==> config.mk <==
export PLATFORM = sky130hd
export DESIGN_NAME = result_accum
export DESIGN_NICKNAME = d
export VERILOG_FILES = /design/src/rtl/result_accum.sv
export SDC_FILE = /design/constraint.sdc
export NUM_CORES = 1
export LEC_CHECK = 0
export BUFFER_PORTS_ARGS = -buffer_cell sky130_fd_sc_hd__buf_2
export CELL_PAD_IN_SITES_DETAIL_PLACEMENT = 0
export CELL_PAD_IN_SITES_GLOBAL_PLACEMENT = 1
export CORE_ASPECT_RATIO = 0.75
export CORE_MARGIN = 3
export CORE_UTILIZATION = 40
export DETAILED_ROUTE_END_ITERATION = 16
export HOLD_SLACK_MARGIN = 0.05
export PLACE_DENSITY_LB_ADDON = 0.05
export SLEW_MARGIN = 25
export SYNTH_ARGS = -nofsm -noshare
export SYNTH_HDL_FRONTEND = slang
export SYNTH_SLANG_ARGS = --single-unit
==> constraint.sdc <==
create_clock -name clk -period 2.8 [get_ports clk]
set_input_delay 0.14 -clock clk [delete_from_list [all_inputs] [get_ports clk]]
set_output_delay 0.14 -clock clk [all_outputs]
set_load 0.02 [all_outputs]
==> src/rtl/result_accum.sv <==
// Burst accumulator for the 9-bit add/subtract result stage: sums BURST samples
// (or fewer on flush) into a saturating signed accumulator and holds the result.
module result_accum #(
  parameter int ACC_W = 16,
  parameter int BURST = 8
) (
  input  logic                    clk,
  input  logic                    rst_n,
  input  logic                    in_valid,
  input  logic [8:0]              in_data,
  input  logic                    in_signed,
  output logic                    in_ready,
  input  logic                    flush,
  output logic                    out_valid,
  input  logic                    out_ready,
  output logic signed [ACC_W-1:0] out_sum,
  output logic [7:0]              out_count,
  output logic                    out_sat
);

  typedef enum logic [0:0] {ACCUM = 1'b0, HOLD = 1'b1} state_t;

  localparam logic [7:0]       BURST_C = 8'(BURST);
  localparam logic [ACC_W-1:0] ACC_MAX = {1'b0, {(ACC_W-1){1'b1}}};
  localparam logic [ACC_W-1:0] ACC_MIN = {1'b1, {(ACC_W-1){1'b0}}};

  state_t                  state_q;
  logic signed [ACC_W-1:0] acc_q;
  logic [7:0]              count_q;
  logic                    sat_q;

  logic [ACC_W-1:0]        ext_d;
  logic [ACC_W:0]          wide_d;
  logic signed [ACC_W-1:0] acc_d;
  logic                    sat_hit_d;
  logic [7:0]              count_d;
  logic                    accept_d;

  // Extend the sample, add with one guard bit, clamp when the guard disagrees with the sign.
  always_comb begin
    ext_d     = in_signed ? {{(ACC_W-9){in_data[8]}}, in_data} : {{(ACC_W-9){1'b0}}, in_data};
    wide_d    = {ext_d[ACC_W-1], ext_d} + {acc_q[ACC_W-1], acc_q};
    acc_d     = wide_d[ACC_W-1:0];
    sat_hit_d = 1'b0;
    if (wide_d[ACC_W] != wide_d[ACC_W-1]) begin
      acc_d     = wide_d[ACC_W] ? ACC_MIN : ACC_MAX;
      sat_hit_d = 1'b1;
    end else begin
      acc_d     = wide_d[ACC_W-1:0];
      sat_hit_d = 1'b0;
    end
    count_d  = count_q + 8'd1;
    accept_d = in_valid && (state_q == ACCUM);
  end

  // Burst FSM and accumulator state; reset wins over every other input.
  always_ff @(posedge clk) begin
    if (!rst_n) begin
      state_q <= ACCUM;
      acc_q   <= '0;
      count_q <= 8'd0;
      sat_q   <= 1'b0;
    end else begin
      case (state_q)
        ACCUM: begin
          if (accept_d) begin
            acc_q   <= acc_d;
            count_q <= count_d;
            sat_q   <= sat_q | sat_hit_d;
            if (count_d == BURST_C || flush) begin
              state_q <= HOLD;
            end
          end else if (flush && count_q != 8'd0) begin
            state_q <= HOLD;
          end
        end
        HOLD: begin
          if (out_ready) begin
            state_q <= ACCUM;
            acc_q   <= '0;
            count_q <= 8'd0;
            sat_q   <= 1'b0;
          end
        end
        default: state_q <= ACCUM;
      endcase
    end
  end

  // Handshake flags decode straight from the state register; data shows running values.
  assign in_ready  = (state_q == ACCUM);
  assign out_valid = (state_q == HOLD);
  assign out_sum   = acc_q;
  assign out_count = count_q;
  assign out_sat   = sat_q;

endmodule
==> results of run 1 <==
-- critical path: cells and delay by family (launching register included) --
family          cells  cell delay (ns)
compound gates      6             1.28
simple gates        1             0.14
buf+inv             2             0.38
flops               1             0.33
fa+ha+maj           1             0.40
-- metal layers --
metal | track usage [%] | part of all wire, % | wire, um
met3 | 3.90 | 5.2 | 310
met1 | 28.9 | 54 | 3230
met5 | 0 | 0 | 0
met4 | 3.06 | 0.32 | 19
met2 | 27.6 | 40 | 2410
-- cell type report --
class	count	area (um^2)
Tap cell	72	90.1
Fill cell	499	2390
Inverter	8	30.0
Multi-Input combinational cell	229	1560
Sequential cell	26	524
Clock buffer	3	41.3
Timing Repair Buffer	58	345
-- through the flow --
stage	hold WS, ns	TNS, ns	util (%)	setup slack, ns
after global routing	0.125	0	52.1	0.0142
final	0.125	0	52.1	0.173
after global placement	0.428	-0.00513	48.7	-0.00513
after detailed placement	0.417	-1.41	48.7	-0.143
after CTS	0.125	0	50.1	0.0521
after floorplan	0.280	0	-	0.253
-- Yosys cell counts (3+ instances only) --
| library cell | n | area share [%] |
|---|---|---|
| sky130_fd_sc_hd__a21boi_0 | 4 | 1.4 |
| sky130_fd_sc_hd__a21o_1 | 4 | 1.4 |
| sky130_fd_sc_hd__a21oi_1 | 21 | 5.0 |
| sky130_fd_sc_hd__a22oi_1 | 4 | 1.4 |
| sky130_fd_sc_hd__a31oi_1 | 4 | 1.2 |
| sky130_fd_sc_hd__and2_1 | 4 | 1.2 |
| sky130_fd_sc_hd__and3_1 | 3 | 0.89 |
| sky130_fd_sc_hd__clkbuf_1 | 7 | 1.3 |
| sky130_fd_sc_hd__dfxtp_1 | 26 | 25 |
| sky130_fd_sc_hd__ha_1 | 15 | 8.9 |
| sky130_fd_sc_hd__inv_1 | 7 | 1.3 |
| sky130_fd_sc_hd__mux2i_1 | 4 | 1.9 |
| sky130_fd_sc_hd__nand2_1 | 36 | 6.4 |
| sky130_fd_sc_hd__nand3_1 | 9 | 2.1 |
| sky130_fd_sc_hd__nor2_1 | 28 | 5.0 |
| sky130_fd_sc_hd__nor2b_1 | 6 | 1.8 |
| sky130_fd_sc_hd__nor3_1 | 8 | 1.9 |
| sky130_fd_sc_hd__o211ai_1 | 3 | 1.1 |
| sky130_fd_sc_hd__o21ai_0 | 15 | 3.6 |
| sky130_fd_sc_hd__o21ai_1 | 11 | 2.6 |
| sky130_fd_sc_hd__xnor2_1 | 6 | 2.5 |
| sky130_fd_sc_hd__xor2_1 | 5 | 2.1 |
-- where the power goes --
part | total [mW] | internal [mW] | switching, mW
Combinational | 0.717 | 0.300 | 0.417
Clock | 0.225 | 0.0969 | 0.128
Sequential | 0.460 | 0.415 | 0.0450
Total | 1.40 | 0.812 | 0.591
-- registers in the layout (all words and copies together), names as in the netlist --
signal and flops:
out_valid 1, out_count 8, out_sat 1, out_sum 16
-- path summary, 6_finish.rpt --
| kind | start | slack [ns] | to | cells after the start |
|---|---|---|---|---|
| min reg2reg | out_sum[3] | 0.47 | out_sum[3] | 2 |
| min | flush | 0.13 | out_valid | 3 |
| max reg2reg | out_sum[6] | 0.17 | out_sum[9] | 10 |
| max | out_sum[6] | 0.17 | out_sum[9] | 10 |
-- cells by family after synthesis --
| group | count (synthesis) | share of synthesized area [%] |
|---|---|---|
| buf+inv | 20 | 4.58 |
| flops | 26 | 24.8 |
| xor+xnor | 12 | 5.36 |
| mux | 5 | 2.56 |
| fa+ha+maj | 16 | 9.88 |
| compound gates | 89 | 29.1 |
| simple gates | 106 | 23.7 |
-- repair_timing --
item / 4_1_cts / 5_1_grt
hold buffers: 0 / 0
pin swaps: 0 / 8
gates resized for setup: 3 / 13
gates cloned: 0 / 1
endpoints found under the setup margin: 15 / 16
setup buffers: 0 / 5
==> impl_metrics.toml, run 1 <==
[synthesis]
number_of_register_bits_inferred_by_synthesis = 26
synth-main-ff-cell = "sky130_fd_sc_hd__dfxtp_1"
post_synth_edffs = 0
synth_warnings = 0
post_synth_inst_count = 274
postSynth.asyncResetShare_pct = 0
synth_sequential_area_ratio_pct = 24.8
synth_area_per_cell_um2 = 7.67
synth.distinct_cells = 54
synth_area_um2 = 2100
post_synthesis_net_count = 305

[final_layout]
nNetsFinal = 357
instances_no_fill = 396
post_route_cells_drive_above_1_share_pct = 27.2
final_common_cell = "sky130_fd_sc_hd__buf_2"
antenna_cells = 0
post-route-cell-area_um2 = 2590
layout.cells.most_common_list = "sky130_fd_sc_hd__buf_2, sky130_fd_sc_hd__nand2_1, sky130_fd_sc_hd__nor2_1"
synth_to_layout_area_growth_pct = 23.5

[cts]
clk_latency_worst_skew_pair_ns = 0.28
ctsLongestPathBuffers = 2
tritoncts = "built"
clk_root_buffer_cell = "sky130_fd_sc_hd__clkbuf_8"
worst_setup_hold_path_clk_slew_ns = 0.10
cts_buffers = 3
ctsHtreeMaxLevel = 1
tritoncts_num_sinks = 26

[global_routing]
grt.overflow.total = 0
antenna_found_initial = 0
grt_max_degree = 18
global_route_wire_length_before_repair_mm = 9.40
first_global_vias = 1863
grt_use_total_pct = 18.9

[floorplanning]
starting_utilization_of_the_core_area_pct = 42.2
num_rows = 22
fp.dieH_um = 68.8
die-width_um = 89.7
total_die_area_um2 = 6170
floorplan.core_area_um2 = 4980
ioPinCount = 42

[detailed_routing]
drc = 0
wl_cell_um = 15.1
firstDrtPassIters = 4
drt_first_iter_violations = 130
drt.antenna.violating_nets = 0
vias = 2111
drt-vias-per-instance = 5.33
wl_mm = 5.97

[critical_path]
crit_path_top_delay_cell = "sky130_fd_sc_hd__ha_1"
cp_peak_stage_delay_ns = 0.40
worstPathArrival_ns = 2.80
critPathMaxFanout = 6
worst_ep_required_time_ns = 2.97
cell_mode_on_critical_path = "sky130_fd_sc_hd__buf_4"
setup.worst_path.end_class = "flop"
sequence_of_cells_on_the_critical_path = "ha_1 > a21oi_2 > and2_0 > a221o_2 > buf_4 > o311ai_4 > buf_4 > a21oi_4 > a21oi_1 > o22ai_2"
cp-start-kind = "flop"
worst-setup-path-type = "flop to flop"

[run]
maxCapViolations = 0

[run_status]
run_status = "completed"

[power]
max-vdd-ir-drop_v = 0.000343
power_density_nw_per_um2 = 540
static-leakage-power_nw = 1.17
power.total_mw = 1.40

[worst_hold_path]
hp-class = "primary input to flop"

[sta]
max_freq_ghz = 0.381
fin_crit_ns = 2.63
max_slew.worst_pin.slew_ns = 0.528
timing.final.max_slew_violations = 0
worst_slew_margin_rel_pct = 64.7
finalClockSkew_ns = 0.00292
setup-violations-final = 0
final_hold_viol_count = 0
grt_setup_unrepaired = "no"
finalCritPeriodShare_pct = 93.8

[placed_design]
post_detail_place_hpwl_mm = 4.40
post-place-cells = 388
gp_congestion = 0.849
placed_area_um2 = 2430
io_buffers = 41
Power figures use the tool's default switching activity.
==> inputs of run 2 (changes only) <==
--- a/config.mk
+++ b/config.mk
@@ -10,7 +10,7 @@
 export CELL_PAD_IN_SITES_GLOBAL_PLACEMENT = 1
 export CORE_ASPECT_RATIO = 0.75
 export CORE_MARGIN = 3
-export CORE_UTILIZATION = 40
+export CORE_UTILIZATION = 43
 export DETAILED_ROUTE_END_ITERATION = 16
 export HOLD_SLACK_MARGIN = 0.05
 export PLACE_DENSITY_LB_ADDON = 0.05
==> constraint.sdc (replaced) <==
create_clock -name clk -period 3.07 [get_ports clk]
set_input_delay 0.1535 -clock clk [delete_from_list [all_inputs] [get_ports clk]]
set_output_delay 0.1535 -clock clk [all_outputs]
set_load 0.02 [all_outputs]
==> run 2 against run 1 <==
Against the previous run:
- clock power rose by 32%
- setup slack gained 0.089 ns
- combinational power is 22% lower
- first-iteration DRC count decreased by 18%
- critical path depth stayed put
- cell count fell by 7.1%
- sequential share of layout area rose by 1.3 points
- clock-buffer cell count unchanged
- flip-flop and latch count unchanged
- register-to-register slack improved by 0.09 ns
- power decreased by 8.0%
==> impl_metrics.toml, run 2 (synthesized netlist as in run 1, its figures left out) <==
[run_status]
run_status = "completed"

[final_layout]
synth_to_layout_area_growth_pct = 15.4
fillers = 466
antenna_cells = 0
largest_register_ff_count = 16
nNetsFinal = 343
fin_util_pct = 52.7
post-route-cell-area_um2 = 2420
layout.cells.most_common_list = "sky130_fd_sc_hd__buf_2, sky130_fd_sc_hd__nand2_1, sky130_fd_sc_hd__nor2_1"
final_common_cell = "sky130_fd_sc_hd__buf_2"
post_route_cells_drive_above_1_share_pct = 21.5

[floorplanning]
num_rows = 21
starting_utilization_of_the_core_area_pct = 45.7
fp.dieH_um = 66.6
floorplan.core_area_um2 = 4600
ioPinCount = 42
total_die_area_um2 = 5770
die-width_um = 86.7

[sta]
worst_hold_margin_ns = 0.147
tns_ns = 0
setup-violations-final = 0
fin_crit_ns = 2.81
grt_setup_unrepaired = "no"
worst_slew_margin_rel_pct = 62.1
final_hold_viol_count = 0
max_freq_ghz = 0.356
finalClockSkew_ns = 0.00472
finalCritPeriodShare_pct = 91.5
max_slew.worst_pin.slew_ns = 0.569
timing.final.max_slew_violations = 0

[global_routing]
grt.overflow.total = 0
antenna_found_initial = 0
first_global_vias = 1818
grt_max_degree = 18
global_route_wire_length_before_repair_mm = 9.14
grt_use_total_pct = 20.1

[critical_path]
cp_peak_stage_delay_ns = 0.44
rr_worst_depth = 10
reg2reg_from = "out_sum[0]"
critPathMaxFanout = 13
cp-start-kind = "flop"
crit_path_top_delay_cell = "sky130_fd_sc_hd__mux2i_2"
register_to_register_setup_slack_ns = 0.26
sequence_of_cells_on_the_critical_path = "ha_1 > fa_1 > a211oi_1 > o211ai_1 > nand2_1 > o21ai_0 > mux2i_2 > a21oi_2 > nand2_2 > o21ai_0"
setup.worst_path.end_class = "flop"
reg2reg_to = "out_sum[2]"
worst-setup-path-type = "flop to flop"
cell_mode_on_critical_path = "sky130_fd_sc_hd__o21ai_0"
worstPathArrival_ns = 2.97
worst_ep_required_time_ns = 3.23

[detailed_routing]
vias = 2029
drt_first_iter_violations = 106
drt-vias-per-instance = 5.51
drt.antenna.violating_nets = 0
wl_cell_um = 15.1
drc = 0
wl_mm = 5.57
firstDrtPassIters = 4

[cts]
cts_buffers = 3
tritoncts_num_sinks = 26
clk_root_buffer_cell = "sky130_fd_sc_hd__clkbuf_8"
worst_setup_hold_path_clk_slew_ns = 0.10
post_cts.repair.setup_buffers = 0
clk_latency_worst_skew_pair_ns = 0.28
tritoncts = "built"
ctsLongestPathBuffers = 2
ctsHtreeMaxLevel = 1

[placed_design]
post_detail_place_hpwl_mm = 4.15
placed_area_um2 = 2340
gp_congestion = 0.871
io_buffers = 41

[power]
max-vdd-ir-drop_v = 0.000284
power.total_mw = 1.29
power_density_nw_per_um2 = 532
static-leakage-power_nw = 1.10

[worst_hold_path]
min-delay-start = "flush"
hp-class = "primary input to flop"
holdPathStages = 3
holdPathEnd = "out_valid"

[run]
maxCapViolations = 0
run 2: repair_timing:
item,CTS,global route
endpoints found under the hold margin,0,0
hold buffers,0,0
resized for setup,0,1
endpoints found under the setup margin,0,15
run 2: where the power goes:
group	internal (mW)	total, mW	switching, mW
clock network	0.175	0.297	0.122
registers	0.378	0.431	0.0534
logic	0.219	0.562	0.343
run 2: per-layer routing:
metal  share of wire, %  vias to the layer above  track usage [%]
met5                  0                        -                0
met4               0.34                        0             2.33
met3                4.4                        2             3.83
met2                 39                       38             28.5
met1                 56                      932             31.5
li1                   -                     1057                -
run 2: worst max path at each step:
stage | depth (start not counted) | start | slack (ns) | endpoint
floorplan | 11 | out_sum[0] | 0.52 | out_sum[9]
global placement | 10 | out_sum[0] | 0.17 | out_sum[8]
detailed placement | 10 | out_sum[0] | 0.15 | out_sum[2]
CTS | 10 | out_sum[0] | 0.14 | out_sum[10]
global route | 10 | out_sum[0] | 0.04 | out_sum[2]
finish | 10 | out_sum[0] | 0.26 | out_sum[2]
run 2: worst max-delay path, delay by kind of cell, from the launching register on:
kind	cells	cell delay [ns]
AOI/OAI and AO/OA	5	0.86
adders and majority gates	2	0.63
DFF	1	0.34
muxes	1	0.44
and+or+nand+nor	2	0.42
run 2: final cells by class:
cell class,instances,area (um^2),share of cell area (%)
inverters,8,30.0,1.24
clock inverters,1,30.0,1.24
flip-flops and latches,26,520,21.5
well taps,57,71.3,2.94
clock buffers,3,41.3,1.70
multi-input cells,228,1500,61.7
repair buffers,45,235,9.70
run 2: per-stage QoR:
stage / setup slack, ns / instances
after global placement: 0.174 / 364
after global routing: 0.0380 / 368
after CTS: 0.140 / 368
after detailed placement: 0.152 / 364
final: 0.262 / 368
after floorplan: 0.523 / 274
==> inputs of run 3 (changes only) <==
--- a/config.mk
+++ b/config.mk
@@ -8,7 +8,6 @@
 export BUFFER_PORTS_ARGS = -buffer_cell sky130_fd_sc_hd__buf_2
 export CELL_PAD_IN_SITES_DETAIL_PLACEMENT = 0
 export CELL_PAD_IN_SITES_GLOBAL_PLACEMENT = 1
-export CORE_ASPECT_RATIO = 0.75
 export CORE_MARGIN = 3
 export CORE_UTILIZATION = 43
 export DETAILED_ROUTE_END_ITERATION = 16
@@ -18,3 +17,4 @@
 export SYNTH_ARGS = -nofsm -noshare
 export SYNTH_HDL_FRONTEND = slang
 export SYNTH_SLANG_ARGS = --single-unit
+export TNS_END_PERCENT = 1
==> run 3 against run 2 <==
Against the previous run:
- routed wire length is 7.1% lower
- largest power group unchanged
- combinational power is 0.7% lower
- worst hold slack better by 0.016 ns
- clock skew is 0.0017 ns lower
==> impl_metrics.toml, run 3 (synthesized netlist as in run 1, its figures left out) <==
[global_routing]
grt_max_degree = 18
grt_use_total_pct = 18.7
grt.overflow.total = 0
first_global_vias = 1857
antenna_found_initial = 0
global_route_wire_length_before_repair_mm = 9.07

[critical_path]
setup.worst_path.end_class = "flop"
crit_path_top_delay_cell = "sky130_fd_sc_hd__xnor2_4"
reg2reg_to = "out_sum[10]"
worst-setup-path-type = "flop to flop"
register_to_register_setup_slack_ns = 0.29
crit_buf_inv = 1
crit_family = "compound AO/OA/AOI/OAI gates"
critPathMaxFanout = 15
rr_worst_depth = 11
sequence_of_cells_on_the_critical_path = "ha_1 > fa_1 > a211oi_1 > o211ai_1 > nand2_1 > o21ai_0 > mux2i_2 > buf_4 > xnor2_4 > o211ai_1 > o21ai_0"
reg2reg_from = "out_sum[0]"
cp_peak_stage_delay_ns = 0.46
cp-start-kind = "flop"
worstPathArrival_ns = 3.00
worst_ep_required_time_ns = 3.29

[floorplanning]
fp.dieH_um = 75.9
total_die_area_um2 = 5760
num_rows = 24
ioPinCount = 42
starting_utilization_of_the_core_area_pct = 46.4
floorplan.core_area_um2 = 4530
die-width_um = 75.9

[power]
power.clock.fraction_pct = 23.3
power.share.sequential_pct = 33.4
power.internal_uw = 777
power.combinational.fraction_pct = 43.3
power.share.switching_pct = 39.7
net_switching_power_figure_uw = 511
power_density_nw_per_um2 = 525
power.total_mw = 1.29
max-vdd-ir-drop_v = 0.000269
static-leakage-power_nw = 1.11

[placed_design]
gp_congestion = 0.892
io_buffers = 41
placed_area_um2 = 2360
post_detail_place_hpwl_mm = 3.82
post-place-cells = 373

[final_layout]
antenna_cells = 0
area_used_by_multi_input_combinational_logic_um2 = 1500
post_route_cells_drive_above_1_share_pct = 22.0
largest_register_ff_count = 16
layout.cells.most_common_list = "sky130_fd_sc_hd__buf_2, sky130_fd_sc_hd__nand2_1, sky130_fd_sc_hd__nor2_1"
synth_to_layout_area_growth_pct = 16.8
final_common_cell = "sky130_fd_sc_hd__buf_2"
register_area_um2 = 520
post-route-cell-area_um2 = 2450
fillers = 465
instances_no_fill = 378
nNetsFinal = 345

[cts]
tritoncts_num_sinks = 26
ctsHtreeMaxLevel = 1
clk_latency_worst_skew_pair_ns = 0.28
worst_setup_hold_path_clk_slew_ns = 0.10
clk_root_buffer_cell = "sky130_fd_sc_hd__clkbuf_8"
ctsLongestPathBuffers = 2
tritoncts = "built"
cts_buffers = 3

[sta]
grt_setup_unrepaired = "no"
final_hold_viol_count = 0
finalCritPeriodShare_pct = 90.6
tns_ns = 0
worst_hold_margin_ns = 0.163
worst_slew_margin_rel_pct = 64.6
max_freq_ghz = 0.360
fin_crit_ns = 2.78
timing.final.max_slew_violations = 0
finalClockSkew_ns = 0.00302
setup-violations-final = 0
max_slew.worst_pin.slew_ns = 0.531

[worst_hold_path]
min-delay-start = "out_ready"
holdPathEnd = "out_sat"
hp-class = "primary input to flop"
holdPathStages = 4

[detailed_routing]
drt-vias-per-instance = 5.30
vias = 2003
wl_cell_um = 13.7
firstDrtPassIters = 4
drc = 0
wl_mm = 5.17
drt_first_iter_violations = 151
drt.antenna.violating_nets = 0

[run_status]
run_status = "completed"

[run]
maxCapViolations = 0
[run 3: changes by cell type in the layout (fill, tap and decap cells not counted)]
cell	change
sky130_fd_sc_hd__buf_4	+2
sky130_fd_sc_hd__nand2_2	-1
sky130_fd_sc_hd__nand2_4	+1
[run 3: power by group through the flow]
stage,registers (mW),logic (mW),clock network (mW)
final,0.431,0.558,0.300
after CTS,0.431,0.550,0.304
after global placement,0.439,0.548,0
after floorplan,0.465,0.387,0
after global routing,0.440,0.629,0.316
after detailed placement,0.439,0.547,0
[run 3: layout make-up]
cell class	count	area share, %
clock buffers	3	1.68
repair buffers	47	10.2
inverters	8	1.22
clock inverters	1	1.22
well taps	65	3.31
multi-input cells	228	61.2
flip-flops and latches	26	21.2
[run 3: metal layers]
layer  track usage [%]  vias to the layer above  wire length, um
li1                  -                     1063                -
met1              28.0                      892             2700
met2              28.2                       44             2200
met3              2.84                        4              235
met4              4.17                        0               41
met5                 0                        -                0
[run 3: tightest hold or removal path, cell delays in order]
cell and delay, ns:
sky130_fd_sc_hd__buf_2 0.09, sky130_fd_sc_hd__nand2_1 0.05, sky130_fd_sc_hd__nand2_1 0.08, sky130_fd_sc_hd__nor2_1 0.05
[run 3: what timing repair did]
| item | 4_1_cts | 5_1_grt |
|---|---|---|
| buffers inserted | 0 | 1 |
| resized for setup | 0 | 2 |
| endpoints found under the setup margin | 0 | 15 |
| hold buffers | 0 | 0 |
[run 3: worst max path at each step]
stage | startpoint | endpoint | slack (ns) | cells after the start
2_1_floorplan | out_sum[0] | out_sum[9] | 0.52 | 11
4_1_cts | out_sum[0] | out_sum[10] | 0.09 | 10
3_3_place_gp | in_data[8] | out_sum[14] | 0.16 | 12
6_report | out_sum[0] | out_sum[10] | 0.29 | 11
5_1_grt | out_sum[0] | out_sum[2] | 0.002 | 11
3_5_place_dp | in_data[8] | out_sum[10] | 0.12 | 12
[run 3: metrics by stage]
stage	worst slack (ns)	util, %
after floorplan	0.523	-
after global placement	0.158	52.0
after detailed placement	0.123	52.0
after CTS	0.0920	53.6
after global routing	0.00208	54.1
final	0.289	54.1
